<file path="src/rtl/ex_div_ctrl_pkg.sv">
// Shared definitions for the EX-stage iterative divider: state encodings,
// handshake levels and the double-width result bus.
package ex_div_ctrl_pkg;

  localparam int DIV_WIDTH      = 32;
  localparam int DOUBLE_REG_BUS = 2 * DIV_WIDTH;

  typedef enum logic [1:0] {
    DIV_FREE    = 2'b00,
    DIV_BY_ZERO = 2'b01,
    DIV_ON      = 2'b10,
    DIV_END     = 2'b11
  } div_state_e;

  localparam logic DIV_RESULT_READY     = 1'b1;
  localparam logic DIV_RESULT_NOT_READY = 1'b0;
  localparam logic DIV_START            = 1'b1;
  localparam logic DIV_STOP             = 1'b0;

endpackage

</file>
<file path="src/rtl/ex_div_ctrl_div_step.sv">
// One combinational radix-2 restoring division step: trial-subtract the
// divisor from the shifted partial remainder and keep it only if it did not borrow.
module div_step #(
  parameter int WIDTH = 32
) (
  input  logic [WIDTH:0]   partial_rem,
  input  logic [WIDTH-1:0] divisor,
  output logic [WIDTH-1:0] next_rem,
  output logic             quo_bit
);

  logic [WIDTH:0] diff;

  // The partial remainder is always below twice the divisor, so the MSB of the
  // WIDTH+1-bit difference is exactly the borrow.
  assign diff     = partial_rem - {1'b0, divisor};
  assign quo_bit  = ~diff[WIDTH];
  assign next_rem = quo_bit ? diff[WIDTH-1:0] : partial_rem[WIDTH-1:0];

endmodule

</file>
<file path="src/rtl/ex_div_ctrl.sv">
// EX-stage divide sequencer: runs the shared restoring step over WIDTH cycles
// for DIV/DIVU and stalls the pipeline until {remainder, quotient} is ready.
module ex_div_ctrl
  import ex_div_ctrl_pkg::*;
#(
  parameter int WIDTH = DIV_WIDTH
) (
  input  logic               clk,
  input  logic               rst,
  input  logic               signed_div_i,
  input  logic [WIDTH-1:0]   opdata1_i,
  input  logic [WIDTH-1:0]   opdata2_i,
  input  logic               start_i,
  input  logic               annul_i,
  output logic [2*WIDTH-1:0] result_o,
  output logic               ready_o,
  output logic               stallreq_o
);

  localparam int CNT_W = $clog2(WIDTH);

  div_state_e       state;
  logic [CNT_W-1:0] cnt;
  logic [WIDTH-1:0] rem;
  logic [WIDTH-1:0] quo;
  logic [WIDTH-1:0] divisor;
  logic             neg_quo;
  logic             neg_rem;

  logic [WIDTH-1:0] op1_mag;
  logic [WIDTH-1:0] op2_mag;
  logic [WIDTH-1:0] next_rem;
  logic             quo_bit;
  logic [WIDTH-1:0] last_quo;
  logic [WIDTH-1:0] fixed_quo;
  logic [WIDTH-1:0] fixed_rem;

  assign op1_mag = (signed_div_i && opdata1_i[WIDTH-1]) ? -opdata1_i : opdata1_i;
  assign op2_mag = (signed_div_i && opdata2_i[WIDTH-1]) ? -opdata2_i : opdata2_i;

  // The dividend register doubles as the quotient: its MSB feeds the step and
  // the new quotient bit enters at the bottom.
  div_step #(.WIDTH(WIDTH)) u_div_step (
    .partial_rem (({rem, quo[WIDTH-1]})),
    .divisor     (divisor),
    .next_rem    (next_rem),
    .quo_bit     (quo_bit)
  );

  assign last_quo  = {quo[WIDTH-2:0], quo_bit};
  assign fixed_quo = neg_quo ? -last_quo : last_quo;
  assign fixed_rem = neg_rem ? -next_rem : next_rem;

  assign stallreq_o = start_i & ~annul_i & ~ready_o;

  always_ff @(posedge clk or negedge rst) begin
    if (!rst) begin
      state    <= DIV_FREE;
      cnt      <= '0;
      rem      <= '0;
      quo      <= '0;
      divisor  <= '0;
      neg_quo  <= 1'b0;
      neg_rem  <= 1'b0;
      result_o <= '0;
      ready_o  <= DIV_RESULT_NOT_READY;
    end else begin
      case (state)
        DIV_FREE: begin
          ready_o  <= DIV_RESULT_NOT_READY;
          result_o <= '0;
          if (start_i == DIV_START && !annul_i) begin
            if (opdata2_i == '0) begin
              state <= DIV_BY_ZERO;
            end else begin
              state   <= DIV_ON;
              cnt     <= '0;
              rem     <= '0;
              quo     <= op1_mag;
              divisor <= op2_mag;
              neg_quo <= signed_div_i & (opdata1_i[WIDTH-1] ^ opdata2_i[WIDTH-1]);
              neg_rem <= signed_div_i & opdata1_i[WIDTH-1];
            end
          end
        end
        DIV_BY_ZERO: begin
          if (annul_i) begin
            state <= DIV_FREE;
          end else begin
            state    <= DIV_END;
            ready_o  <= DIV_RESULT_READY;
            result_o <= '0;
          end
        end
        DIV_ON: begin
          if (annul_i) begin
            state <= DIV_FREE;
            cnt   <= '0;
          end else begin
            rem <= next_rem;
            quo <= last_quo;
            cnt <= cnt + 1'b1;
            // Sign fix-up is folded into the final step so END presents a finished result.
            if (cnt == CNT_W'(WIDTH - 1)) begin
              state    <= DIV_END;
              ready_o  <= DIV_RESULT_READY;
              result_o <= {fixed_rem, fixed_quo};
            end
          end
        end
        DIV_END: begin
          if (start_i == DIV_STOP || annul_i) begin
            state    <= DIV_FREE;
            ready_o  <= DIV_RESULT_NOT_READY;
            result_o <= '0;
          end
        end
        default: state <= DIV_FREE;
      endcase
    end
  end

endmodule

</file>
<file path="config.mk">
export PLATFORM = sky130hd
export DESIGN_NAME = ex_div_ctrl
export DESIGN_NICKNAME = d
export VERILOG_FILES = /design/src/rtl/ex_div_ctrl_pkg.sv /design/src/rtl/ex_div_ctrl_div_step.sv /design/src/rtl/ex_div_ctrl.sv
export SDC_FILE = /design/constraint.sdc
export NUM_CORES = 1
export LEC_CHECK = 0
export ABC_AREA = 1
export BUFFER_PORTS_ARGS = -buffer_cell sky130_fd_sc_hd__buf_2
export CAP_MARGIN = 0
export CORE_UTILIZATION = 60
export DETAILED_ROUTE_END_ITERATION = 16
export PLACE_DENSITY_LB_ADDON = 0.1
export SLEW_MARGIN = 20
export SYNTH_ARGS = -nofsm -noshare
export SYNTH_HDL_FRONTEND = slang
export SYNTH_SLANG_ARGS = --single-unit
</file>
<file path="constraint.sdc">
create_clock -name clk -period 5.1 [get_ports clk]
set_input_delay 0.765 -clock clk [delete_from_list [all_inputs] [get_ports clk]]
set_output_delay 0.765 -clock clk [all_outputs]
set_load 0.05 [all_outputs]
</file>
==> impl_metrics.prom <==
# TYPE chip_impl_metric gauge
chip_impl_info{name="grt_setup_unrepaired",value="no"} 1
chip_impl_info{name="cts_tree",value="done"} 1
chip_impl_metric{name="num-nets-final",unit=""} 2205
chip_impl_metric{name="ys.warnings.count",unit=""} 0
chip_impl_metric{name="post-route-cell-area",unit="µm²"} 14430
chip_impl_metric{name="post_cts_resized",unit=""} 0
chip_impl_info{name="cp-start-kind",value="flip-flop"} 1
chip_impl_metric{name="cts_buffer_count",unit=""} 17
chip_impl_metric{name="grt_pass1_wl",unit="mm"} 64.78
chip_impl_metric{name="share_of_the_clock_period_used_by_the_worst_path",unit="%"} 84.02
chip_impl_metric{name="multi_input_comb_area",unit="µm²"} 7467
chip_impl_metric{name="num_rows",unit=""} 53
chip_impl_metric{name="grt_antenna_before_repair",unit=""} 0
chip_impl_metric{name="antenna-diode-count",unit=""} 0
chip_impl_metric{name="crit_path_max_fanout",unit=""} 5
chip_impl_info{name="setup.worst_path.start",value="quo[31]$_DFFE_PN0P_"} 1
chip_impl_metric{name="timing_worst_slew_pin_value",unit="ps"} 1118
chip_impl_metric{name="pin_count_of_the_biggest_net_entering_global_routing",unit=""} 93
chip_impl_metric{name="yosysTopAreaCellShare",unit="%"} 32.71
chip_impl_info{name="post-synth-top-count-cell",value="nand2_1"} 1
chip_impl_metric{name="dpl_cell_area",unit="µm²"} 13820
chip_impl_metric{name="hold_viol",unit=""} 0
chip_impl_metric{name="synth.net_count",unit=""} 2100
chip_impl_metric{name="ys_types",unit=""} 49
chip_impl_metric{name="ff2ff_setup_slack",unit="ps"} 810
chip_impl_info{name="synth_top_area_cell",value="dfrtp_1"} 1
chip_impl_metric{name="floorplan.core_area",unit="µm²"} 21150
chip_impl_metric{name="gpl.final_weighted_congestion",unit=""} 1.004
chip_impl_metric{name="cap_violations",unit=""} 0
chip_impl_metric{name="relSlewSlack",unit="%"} 25.48
chip_impl_metric{name="floorplan.initialDensity",unit="%"} 61.47
chip_impl_metric{name="fillCellCount",unit=""} 1915
chip_impl_info{name="crit_path_end_kind",value="flip-flop"} 1
chip_impl_metric{name="ioPinCount",unit=""} 135
chip_impl_metric{name="routed_wire_length_per_instance",unit="µm"} 16.72
chip_impl_metric{name="register_area",unit="µm²"} 4254
chip_impl_metric{name="die_w",unit="µm"} 149.2
chip_impl_metric{name="post_synth_instance_area",unit="µm²"} 13000
chip_impl_info{name="regToRegStartpoint",value="quo[31]$_DFFE_PN0P_"} 1
chip_impl_metric{name="io_buffer_count",unit=""} 134
chip_impl_metric{name="dp.final_hpwl",unit="mm"} 30.74
chip_impl_info{name="post_synth_main_area_contributors",value="dfrtp_1, nand2_1, inv_1"} 1
chip_impl_metric{name="cts_max_path_buffers",unit=""} 2
chip_impl_metric{name="drt_iter0_markers",unit=""} 1139
chip_impl_metric{name="detail_route.first_pass.iterations",unit=""} 5
chip_impl_metric{name="grt_resource_usage_total",unit="%"} 37.34
chip_impl_metric{name="clkLatencyLatePin",unit="ps"} 440
chip_impl_metric{name="wl",unit="mm"} 39.80
chip_impl_metric{name="syn-mean-instance-area",unit="µm²"} 6.544
chip_impl_metric{name="worst_setup_hold_path_clk_slew",unit="ps"} 70
chip_impl_metric{name="area_delta_synth_final",unit="%"} 11.00
chip_impl_metric{name="antenna_violating_nets_post_route",unit=""} 0
chip_impl_metric{name="required",unit="ps"} 5460
chip_impl_info{name="synth-main-ff-cell",value="dfrtp_1"} 1
chip_impl_info{name="critical-path-top-cell-by-count",value="nand2_1"} 1
chip_impl_metric{name="yosys_register_bits",unit=""} 170
chip_impl_metric{name="syn-instance-count",unit=""} 1987
chip_impl_metric{name="synth_enable_flop_cells",unit=""} 0
chip_impl_info{name="cts_root_buf",value="clkbuf_16"} 1
chip_impl_metric{name="timing.critical_path.slowest_cell_delay",unit="ps"} 410
chip_impl_metric{name="clock_sink_count",unit=""} 170
chip_impl_metric{name="timing.fmax",unit="GHz"} 0.2334
chip_impl_metric{name="timing.final.setup_violations",unit=""} 0
chip_impl_info{name="worst_reg2reg_path_endpoint",value="result_o[28]$_DFFE_PN0P_"} 1
chip_impl_metric{name="cts.hold.buffers_added",unit=""} 0
chip_impl_metric{name="floorplan.die_area",unit="µm²"} 22270
chip_impl_metric{name="synth_seq_area_share",unit="%"} 32.71
chip_impl_metric{name="floorplan.die.height",unit="µm"} 149.2
chip_impl_metric{name="cts_max_level",unit=""} 4
chip_impl_metric{name="first_global_vias",unit=""} 12680
chip_impl_metric{name="worst_ep_arrival_time",unit="ps"} 4650
chip_impl_metric{name="drcViolationCount",unit=""} 0
chip_impl_metric{name="num_vias",unit=""} 13330
chip_impl_metric{name="r2r.worst_path.cells",unit=""} 28
chip_impl_info{name="critical_path_class",value="reg2reg"} 1
chip_impl_metric{name="final-max-slew-violation-count",unit=""} 0
chip_impl_metric{name="cts_post_setup_buffers_inserted",unit=""} 0
chip_impl_info{name="class_of_the_tightest_hold_or_removal_check",value="in2async"} 1
chip_impl_metric{name="detail_route.vias_per_cell",unit=""} 5.602
chip_impl_metric{name="async_flop_share",unit="%"} 100.0
chip_impl_info{name="slowest_stage",value="fa_1"} 1
chip_impl_metric{name="final_layout_size_suffix_gt1_share",unit="%"} 11.83
chip_impl_metric{name="layout_min_cycle_time",unit="ps"} 4285
chip_impl_metric{name="grt.overflow.total",unit=""} 0
chip_impl_metric{name="final.setup.tns",unit="ps"} 0
chip_impl_info{name="run_status",value="complete, no violations"} 1
chip_impl_metric{name="clock-skew-final",unit="ps"} 13.90
chip_impl_info{name="synthTopCellsByCount",value="nand2_1, inv_1, nor2_1"} 1
-- final cells by class --
type,count,area share [%]
multi-input combinational,1493,51.73
inverter,266,6.917
clock inverter,14,1.240
clock buffer,18,3.043
timing repair buffer,144,5.210
tap,275,2.384
sequential,170,29.47
-- routing by layer --
layer  vias up  share of wire, %  global-route usage [%]
met5         -                 0                       0
met1      6155                42                   49.11
li1       6553                 -                       -
met4         0               3.5                   14.90
met2       532                48                   61.88
met3        93               6.7                   5.199
-- registers in the layout, indices dropped and copies added (netlist names) --
register and flops:
rem 32, divisor 32, neg_rem 1, result_o 64
state 2, cnt 5, quo 32, ready_o 1
neg_quo 1
-- critical path: cells and delay by family, from the launching register on --
| family | cells | cell delay, ps |
|---|---|---|
| AO/OA/AOI/OAI | 4 | 760 |
| buffers and inverters | 3 | 250 |
| flip-flops | 1 | 380 |
| adder cells (fa/ha/maj) | 3 | 730 |
| AND/OR/NAND/NOR | 18 | 2100 |
-- kinds of logic after synthesis --
family,count (synthesis),share of synthesized area (%)
AND/OR/NAND/NOR,1056,34.37
buffers and inverters,324,9.920
AO/OA/AOI/OAI,317,13.59
flip-flops,170,32.71
XOR/XNOR,76,5.119
adder cells (fa/ha/maj),44,4.291
-- layout by cell type (no fill, tap or decap), drive strengths merged, types with 4 or more instances in the layout --
| cell | instances |
|---|---|
| clkinv | 7 |
| nand3b | 4 |
| clkbuf | 18 |
| nand2 | 672 |
| nand4 | 15 |
| o211ai | 24 |
| xnor2 | 23 |
| inv | 272 |
| or2 | 5 |
| ha | 43 |
| dfrtp | 170 |
| a32o | 4 |
| nor3 | 33 |
| and2 | 4 |
| o21bai | 7 |
| buf | 144 |
| o21ai | 198 |
| a21oi | 59 |
| o22ai | 13 |
| nor2 | 202 |
| nor4 | 12 |
| nand3 | 106 |
| xor2 | 53 |
-- worst max path at each step --
| stage | endpoint | cells after the start |
|---|---|---|
| after CTS | result_o[28]$_DFFE_PN0P_ | 28 |
| after detailed placement | result_o[28]$_DFFE_PN0P_ | 28 |
| final | result_o[28]$_DFFE_PN0P_ | 28 |
| after global routing | result_o[30]$_DFFE_PN0P_ | 27 |
| after floorplan | result_o[28]$_DFFE_PN0P_ | 30 |
| after global placement | result_o[28]$_DFFE_PN0P_ | 28 |
-- metrics by stage --
| stage | instances | util (%) | hold slack, ps | setup WS (ps) |
|---|---|---|---|---|
| detailed placement | 2348 | 65.31 | 460.8 | 920.4 |
| CTS | 2380 | 68.23 | 453.6 | 885.0 |
| global placement | 2348 | 65.31 | 459.0 | 1015 |
| finish | 2380 | 68.23 | 387.8 | 814.7 |
| floorplan | 1987 | - | 453.0 | 1263 |
| global route | 2380 | 68.23 | 479.2 | 340.6 |
Power is left out: the tool's default activity adds up to more than one toggle a clock period on the data nets, which glitch-free logic cannot reach.
